===== config.mk =====
export PLATFORM = sky130hd
export DESIGN_NAME = rf_wb_scheduler_flat
export DESIGN_NICKNAME = d
export VERILOG_FILES = /design/src/rtl/rf_wb_scheduler_pkg.sv /design/src/rtl/rf_wb_scheduler_if.sv /design/src/rtl/rf_wb_scheduler_arbiter.sv /design/src/rtl/rf_wb_scheduler.sv /design/src/flat_wrapper.sv
export SDC_FILE = /design/constraint.sdc
export NUM_CORES = 1
export LEC_CHECK = 0
export ABC_AREA = 1
export CORE_ASPECT_RATIO = 0.7
export CORE_MARGIN = 3
export CORE_UTILIZATION = 36
export DETAILED_ROUTE_END_ITERATION = 8
export HOLD_SLACK_MARGIN = 0.02
export PLACE_DENSITY = 0.7
export SETUP_SLACK_MARGIN = 0.1
export SYNTH_ARGS = -nofsm -noshare
export SYNTH_HDL_FRONTEND = slang
export SYNTH_SLANG_ARGS = --single-unit
export TNS_END_PERCENT = 10

===== constraint.sdc =====
create_clock -name i_clk -period 3.45 [get_ports i_clk]
set_clock_uncertainty 0.05 [all_clocks]
set_input_delay 1.035 -clock i_clk [delete_from_list [all_inputs] [get_ports i_clk]]
set_output_delay 1.035 -clock i_clk [all_outputs]
set_load 0.005 [all_outputs]

===== src/rtl/rf_wb_scheduler_pkg.sv =====
// Shared core constants for the writeback scheduler slice.
// Widths and writeback source encoding.
package rv_core_pkg;
    localparam int XLEN       = 64;
    localparam int REG_ADDR_W = 5;
    localparam int NUM_REGS   = 32;

    localparam logic WB_SRC_ALU = 1'b0;
    localparam logic WB_SRC_LSU = 1'b1;
endpackage


===== src/rtl/rf_wb_scheduler_if.sv =====
// Issue, writeback and regfile write-port bundle.
// The slave side is the scheduler.
interface rf_wb_scheduler_if;
    import rv_core_pkg::*;

    logic                  i_issue_valid;
    logic [REG_ADDR_W-1:0] i_issue_rd;
    logic [REG_ADDR_W-1:0] i_issue_rs1;
    logic [REG_ADDR_W-1:0] i_issue_rs2;
    logic                  o_issue_stall;

    logic                  i_alu_wb_valid;
    logic [REG_ADDR_W-1:0] i_alu_wb_rd;
    logic [XLEN-1:0]       i_alu_wb_data;
    logic                  o_alu_wb_ready;

    logic                  i_lsu_wb_valid;
    logic [REG_ADDR_W-1:0] i_lsu_wb_rd;
    logic [XLEN-1:0]       i_lsu_wb_data;
    logic                  o_lsu_wb_ready;

    logic                  o_rf_write;
    logic [REG_ADDR_W-1:0] o_rf_write_addr;
    logic [XLEN-1:0]       o_rf_write_data;
    logic [NUM_REGS-1:0]   o_busy_vec;
    logic                  o_idle;
    logic                  o_wb_src;

    modport master (
        output i_issue_valid, i_issue_rd,
        output i_issue_rs1, i_issue_rs2,
        input  o_issue_stall,
        output i_alu_wb_valid, i_alu_wb_rd,
        output i_alu_wb_data,
        input  o_alu_wb_ready,
        output i_lsu_wb_valid, i_lsu_wb_rd,
        output i_lsu_wb_data,
        input  o_lsu_wb_ready,
        input  o_rf_write, o_rf_write_addr,
        input  o_rf_write_data,
        input  o_busy_vec, o_idle, o_wb_src
    );

    modport slave (
        input  i_issue_valid, i_issue_rd,
        input  i_issue_rs1, i_issue_rs2,
        output o_issue_stall,
        input  i_alu_wb_valid, i_alu_wb_rd,
        input  i_alu_wb_data,
        output o_alu_wb_ready,
        input  i_lsu_wb_valid, i_lsu_wb_rd,
        input  i_lsu_wb_data,
        output o_lsu_wb_ready,
        output o_rf_write, o_rf_write_addr,
        output o_rf_write_data,
        output o_busy_vec, o_idle, o_wb_src
    );
endinterface


===== src/rtl/rf_wb_scheduler_arbiter.sv =====
// Two-way writeback arbiter: LSU first, ALU forced
// after STARVE_LIMIT consecutive losses.
module rf_wb_arbiter #(
    parameter int STARVE_LIMIT = 3
) (
    input  logic       clk,
    input  logic       rst_n,
    input  logic       alu_valid,
    input  logic       lsu_valid,
    output logic       alu_gnt,
    output logic       lsu_gnt,
    output logic [3:0] starve_cnt
);
    logic force_alu;
    logic both;

    assign both      = alu_valid & lsu_valid;
    assign force_alu = starve_cnt >= 4'(STARVE_LIMIT);

    always_comb begin
        alu_gnt = 1'b0;
        lsu_gnt = 1'b0;
        unique case (1'b1)
            both & force_alu:              alu_gnt = 1'b1;
            lsu_valid & ~(both & force_alu): lsu_gnt = 1'b1;
            alu_valid & ~lsu_valid:        alu_gnt = 1'b1;
            default: ;
        endcase
    end

    always_ff @(posedge clk or negedge rst_n) begin
        if (!rst_n) begin
            starve_cnt <= '0;
        end else if (alu_valid && !alu_gnt) begin
            if (starve_cnt != 4'd15)
                starve_cnt <= starve_cnt + 4'd1;
        end else begin
            starve_cnt <= '0;
        end
    end
endmodule


===== src/rtl/rf_wb_scheduler.sv =====
// Regfile write-port owner: arbitration, registered
// write port and per-register busy scoreboard.
module rf_wb_scheduler
    import rv_core_pkg::*;
#(
    parameter int STARVE_LIMIT = 3
) (
    input  logic               i_clk,
    input  logic               i_rst_n,
    rf_wb_scheduler_if.slave   bus
);
    logic                  alu_gnt;
    logic                  lsu_gnt;
    logic                  any_gnt;
    logic [3:0]            starve_cnt;
    logic [REG_ADDR_W-1:0] win_rd;
    logic [XLEN-1:0]       win_data;
    logic [NUM_REGS-1:0]   busy;
    logic [NUM_REGS-1:0]   busy_nxt;
    logic                  issue_fire;

    rf_wb_arbiter #(
        .STARVE_LIMIT (STARVE_LIMIT)
    ) u_arb (
        .clk        (i_clk),
        .rst_n      (i_rst_n),
        .alu_valid  (bus.i_alu_wb_valid),
        .lsu_valid  (bus.i_lsu_wb_valid),
        .alu_gnt    (alu_gnt),
        .lsu_gnt    (lsu_gnt),
        .starve_cnt (starve_cnt)
    );

    assign any_gnt  = alu_gnt | lsu_gnt;
    assign win_rd   = lsu_gnt ? bus.i_lsu_wb_rd
                              : bus.i_alu_wb_rd;
    assign win_data = lsu_gnt ? bus.i_lsu_wb_data
                              : bus.i_alu_wb_data;

    assign bus.o_alu_wb_ready = alu_gnt;
    assign bus.o_lsu_wb_ready = lsu_gnt;

    // busy[0] is held at 0, so x0 never stalls
    assign bus.o_issue_stall = bus.i_issue_valid &
        (busy[bus.i_issue_rs1] |
         busy[bus.i_issue_rs2] |
         busy[bus.i_issue_rd]);

    assign issue_fire = bus.i_issue_valid &
                        ~bus.o_issue_stall;

    always_comb begin
        busy_nxt = busy;
        if (bus.o_rf_write)
            busy_nxt[bus.o_rf_write_addr] = 1'b0;
        if (issue_fire && bus.i_issue_rd != '0)
            busy_nxt[bus.i_issue_rd] = 1'b1;
        busy_nxt[0] = 1'b0;
    end

    always_ff @(posedge i_clk or negedge i_rst_n) begin
        if (!i_rst_n) begin
            busy                <= '0;
            bus.o_rf_write      <= 1'b0;
            bus.o_rf_write_addr <= '0;
            bus.o_rf_write_data <= '0;
            bus.o_wb_src        <= WB_SRC_ALU;
        end else begin
            busy           <= busy_nxt;
            bus.o_rf_write <= any_gnt && (win_rd != '0);
            if (any_gnt && win_rd != '0) begin
                bus.o_rf_write_addr <= win_rd;
                bus.o_rf_write_data <= win_data;
            end
            if (any_gnt)
                bus.o_wb_src <= lsu_gnt ? WB_SRC_LSU
                                        : WB_SRC_ALU;
        end
    end

    assign bus.o_busy_vec = busy;
    assign bus.o_idle     = (busy == '0) &
                            ~bus.o_rf_write;
endmodule


===== src/flat_wrapper.sv =====
// flat-port wrapper written by rule: the top's interface ports become plain ports
module rf_wb_scheduler_flat import rv_core_pkg::*;
#(
    parameter int STARVE_LIMIT = 3
)
  (i_clk, i_rst_n, bus_i_issue_valid, bus_i_issue_rd, bus_i_issue_rs1, bus_i_issue_rs2, bus_o_issue_stall, bus_i_alu_wb_valid, bus_i_alu_wb_rd, bus_i_alu_wb_data, bus_o_alu_wb_ready, bus_i_lsu_wb_valid, bus_i_lsu_wb_rd, bus_i_lsu_wb_data, bus_o_lsu_wb_ready, bus_o_rf_write, bus_o_rf_write_addr, bus_o_rf_write_data, bus_o_busy_vec, bus_o_idle, bus_o_wb_src);
  rf_wb_scheduler_if bus_i ();
  input  logic i_clk;
  input  logic i_rst_n;
  input wire logic [$bits(bus_i.i_issue_valid)-1:0] bus_i_issue_valid;
  input wire logic [$bits(bus_i.i_issue_rd)-1:0] bus_i_issue_rd;
  input wire logic [$bits(bus_i.i_issue_rs1)-1:0] bus_i_issue_rs1;
  input wire logic [$bits(bus_i.i_issue_rs2)-1:0] bus_i_issue_rs2;
  output wire logic [$bits(bus_i.o_issue_stall)-1:0] bus_o_issue_stall;
  input wire logic [$bits(bus_i.i_alu_wb_valid)-1:0] bus_i_alu_wb_valid;
  input wire logic [$bits(bus_i.i_alu_wb_rd)-1:0] bus_i_alu_wb_rd;
  input wire logic [$bits(bus_i.i_alu_wb_data)-1:0] bus_i_alu_wb_data;
  output wire logic [$bits(bus_i.o_alu_wb_ready)-1:0] bus_o_alu_wb_ready;
  input wire logic [$bits(bus_i.i_lsu_wb_valid)-1:0] bus_i_lsu_wb_valid;
  input wire logic [$bits(bus_i.i_lsu_wb_rd)-1:0] bus_i_lsu_wb_rd;
  input wire logic [$bits(bus_i.i_lsu_wb_data)-1:0] bus_i_lsu_wb_data;
  output wire logic [$bits(bus_i.o_lsu_wb_ready)-1:0] bus_o_lsu_wb_ready;
  output wire logic [$bits(bus_i.o_rf_write)-1:0] bus_o_rf_write;
  output wire logic [$bits(bus_i.o_rf_write_addr)-1:0] bus_o_rf_write_addr;
  output wire logic [$bits(bus_i.o_rf_write_data)-1:0] bus_o_rf_write_data;
  output wire logic [$bits(bus_i.o_busy_vec)-1:0] bus_o_busy_vec;
  output wire logic [$bits(bus_i.o_idle)-1:0] bus_o_idle;
  output wire logic [$bits(bus_i.o_wb_src)-1:0] bus_o_wb_src;
  assign bus_i.i_issue_valid = bus_i_issue_valid;
  assign bus_i.i_issue_rd = bus_i_issue_rd;
  assign bus_i.i_issue_rs1 = bus_i_issue_rs1;
  assign bus_i.i_issue_rs2 = bus_i_issue_rs2;
  assign bus_o_issue_stall = bus_i.o_issue_stall;
  assign bus_i.i_alu_wb_valid = bus_i_alu_wb_valid;
  assign bus_i.i_alu_wb_rd = bus_i_alu_wb_rd;
  assign bus_i.i_alu_wb_data = bus_i_alu_wb_data;
  assign bus_o_alu_wb_ready = bus_i.o_alu_wb_ready;
  assign bus_i.i_lsu_wb_valid = bus_i_lsu_wb_valid;
  assign bus_i.i_lsu_wb_rd = bus_i_lsu_wb_rd;
  assign bus_i.i_lsu_wb_data = bus_i_lsu_wb_data;
  assign bus_o_lsu_wb_ready = bus_i.o_lsu_wb_ready;
  assign bus_o_rf_write = bus_i.o_rf_write;
  assign bus_o_rf_write_addr = bus_i.o_rf_write_addr;
  assign bus_o_rf_write_data = bus_i.o_rf_write_data;
  assign bus_o_busy_vec = bus_i.o_busy_vec;
  assign bus_o_idle = bus_i.o_idle;
  assign bus_o_wb_src = bus_i.o_wb_src;
  rf_wb_scheduler #(.STARVE_LIMIT(STARVE_LIMIT)) u_core (.i_clk(i_clk), .i_rst_n(i_rst_n), .bus(bus_i));
endmodule

==> impl_metrics.tcl <==
set metrics [dict create \
    crit_path_end_kind "primary output" \
    hp-class "reg -> reg" \
    core-area_um2 16500 \
    stdcell_count 1297 \
    min_path_cells 1 \
    die_h_um 115 \
    synth_area_leader_cell "dfrtp_1" \
    cts_hold_buf 0 \
    setup_viol 1 \
    r2r_start "u_core.u_arb.starve_cnt[0]" \
    cts_buffers 9 \
    yosysTopAreaCellShare_pct 43.4 \
    crit_path_max_incr_delay_ps 470 \
    drt-total-wl_mm 23.1 \
    start_kind "input port" \
    fin_ws_ps -33.3 \
    crit_family "buffers and inverters" \
    worst_slew_pin_slew_ps 772 \
    io_pins 265 \
    synth_edf_count 0 \
    start_util_pct 37.1 \
    htree_levels 3 \
    grt_overflow 0 \
    finalCritPeriodShare_pct 101 \
    netlist_instances 788 \
    grt_pass1_vias 6336 \
    cts_tree "done" \
    cts.root.buffer_cell "clkbuf_16" \
    syn_avg_cell_area_um2 7.76 \
    layout_commonest_cell "clkdlybuf4s50_1" \
    grt_start_max_net_pins 51 \
    maxCapViolCount 0 \
    dp.cells 1280 \
    slew-limit-headroom_pct 48.6 \
    crit_arrival_ps 2400 \
    hold_viol 0 \
    worstSetupPathType "in -> out" \
    p_leak_nw 4.39 \
    r2r_end "u_core.bus.o_rf_write_data[33]" \
    utilization_pct 58.0 \
    cts.path.max_buffers 2 \
    rows 39 \
    fmax_mhz 287 \
    antenna_found_initial 0 \
    yosysWarnings 0 \
    drtPass1Iterations 5 \
    fin_crit_ps 3480 \
    port_buffers 263 \
    async_flop_share_pct 100 \
    cts_setup_buffers 0 \
    worst-endpoint-required_ps 2360 \
    clock_sink_count 106 \
    mostFrequentLayoutCells "249 x clkdlybuf4s50_1, 196 x nand2_1, 105 x dfrtp_1" \
    critPathBufInv 3 \
    slew_viol_final 0 \
    rr_worst_depth 9 \
    status "finished with violations" \
    areaGrowthSynthToFinish_pct 56.4 \
    antenna_cells 0 \
    finalNetCount 1226 \
    yosysSeqAreaShare_pct 43.4 \
    routed_via_density 5.12 \
    layout-drive-gt1-share_pct 9.89 \
    violations "negative setup slack" \
    vias 6642 \
    synth_area_leaders "dfrtp_1 43%, nand2_1 12%, mux2i_1 10%, o21ai_0 7.8%, nand3_1 6.1%" \
    nFillCells 1554 \
    drt-wirelength-per-cell_um 17.8 \
    crit_chain "clkdlybuf4s50_1 > buf_4 > nand3_1 > nand3_1 > nand2_1 > nand2_1 > nand2_2 > nor2_4 > a21boi_2 > buf_4" \
    insertion_delay_ps 340 \
    clk_pin_slew_ps 70 \
    crit_fanout 4 \
    dieArea_um2 18600 \
    ys_ff_latch 106 \
    dp_hpwl_mm 18.3 \
    ir_drop_v 0.000299 \
    drtIter0Drc 667 \
    grt_setup_unrepaired "yes" \
    startpoint "bus_i_issue_rs1[2]" \
    mappedNetlistArea_um2 6110 \
    grt_first_pass_wirelength_mm 35.9 \
    worstHoldStart "u_core.u_arb.starve_cnt[0]" \
    grtUsageTotal_pct 24.7 \
    gp_congestion 1.00 \
    drcViolationCount 0 \
    cpMaxStageDelayCell "clkdlybuf4s50_1" \
    p_per_area_nw_per_um2 510 \
    holdPathEnd "u_core.u_arb.starve_cnt[0]" \
    die_w_um 162 \
    antenna_left 0 \
    rrSetupSlack_ps 950 \
    yosys_most_used_dff "dfrtp_1" \
    synth.distinct_cells 29 \
]
[routing by layer]
metal  track usage (%)  wire length, um  part of all wire, %  vias up
li1                  -                -                    -     3187
met1              34.5             9980                   43     3100
met2              38.5            10400                   45      333
met3              7.67             2440                   11       22
met4              4.15              260                  1.1        0
met5                 0                0                    0        -
[through the flow]
step | power [mW] | setup TNS [ps] | setup slack, ps | hold slack (ps) | cell area (um2)
3_5_place_dp | 3.85 | -2640 | -896 | 373 | 9150
5_1_grt | 5.19 | -77.9 | -77.9 | 403 | 9560
4_1_cts | 4.85 | -126 | -64.1 | 390 | 9520
6_report | 4.88 | -33.3 | -33.3 | 388 | 9560
2_1_floorplan | 2.60 | 0 | 298 | 359 | 6120
3_3_place_gp | 3.84 | -1410 | -834 | 376 | 9150
[cell usage after synthesis, types with 7 or more instances]
cell / n
a21oi_1: 12
buf_2: 19
buf_4: 14
dfrtp_1: 106
inv_1: 67
mux2i_1: 64
nand2_1: 199
nand3_1: 74
nand4_1: 34
nor2_1: 53
nor3_1: 7
nor4_1: 7
o21ai_0: 95
o21ai_1: 11
[report_power, final]
| part | switching [mW] | internal (mW) |
|---|---|---|
| registers | 0.384 | 1.53 |
| logic | 0.987 | 1.01 |
| clock network | 0.476 | 0.495 |
| total | 1.85 | 3.03 |
[worst max-delay path by stage]
stage / endpoint / slack (ps) / cells past startpoint
floorplan: bus_o_issue_stall / 300 / 12
global placement: bus_o_issue_stall / -830 / 10
detailed placement: bus_o_issue_stall / -900 / 12
CTS: bus_o_lsu_wb_ready / -60 / 5
global route: bus_o_issue_stall / -80 / 13
finish: bus_o_issue_stall / -30 / 10
[registers in the layout, summed over array words and instances (netlist names)]
signal	flops
u_core.u_arb.starve_cnt	4
u_core.bus.o_rf_write	1
u_core.bus.o_rf_write_data	64
u_core.bus.o_busy_vec	31
u_core.bus.o_rf_write_addr	5
u_core.bus.o_wb_src	1
[final cells by class]
type                    count  area [um2]  area share, %
flip-flops and latches    106        2650           27.8
repair buffers            308        3010           31.4
clock inverters             7        52.6          0.550
well taps                 225         282           2.94
inverters                  71         277           2.89
clock buffers               9         225           2.36
multi-input cells         571        3070           32.1
[worst reg2reg max path: stages, from the launching register on]
cell and delay (ps):
dfrtp_1 360, ha_1 160, nor2_1 40, nand2_1 60, nand3_2 100, nand2_4 100
buf_4 330, buf_4 680, mux2i_1 380, o21ai_0 130
[logic make-up (layout without fill, tap and decap cells)]
group	Yosys count	count (layout)	share of synthesized area, %
AOI/OAI and AO/OA	122	122	10.1
adders and majority gates	1	1	0.205
other	1	3	0.0613
buffers and inverters	113	395	8.68
muxes	64	64	10.5
DFF	106	106	43.4
and+or+nand+nor	381	381	27.1
[repair_timing]
item | 4_1_cts | 5_1_grt
pin swaps | 1 | 2
gates resized for setup | 50 | 26
setup endpoints to repair | 3 | 4
gates cloned | 1 | 0
Note: power is estimated with default switching activity, not from simulation.
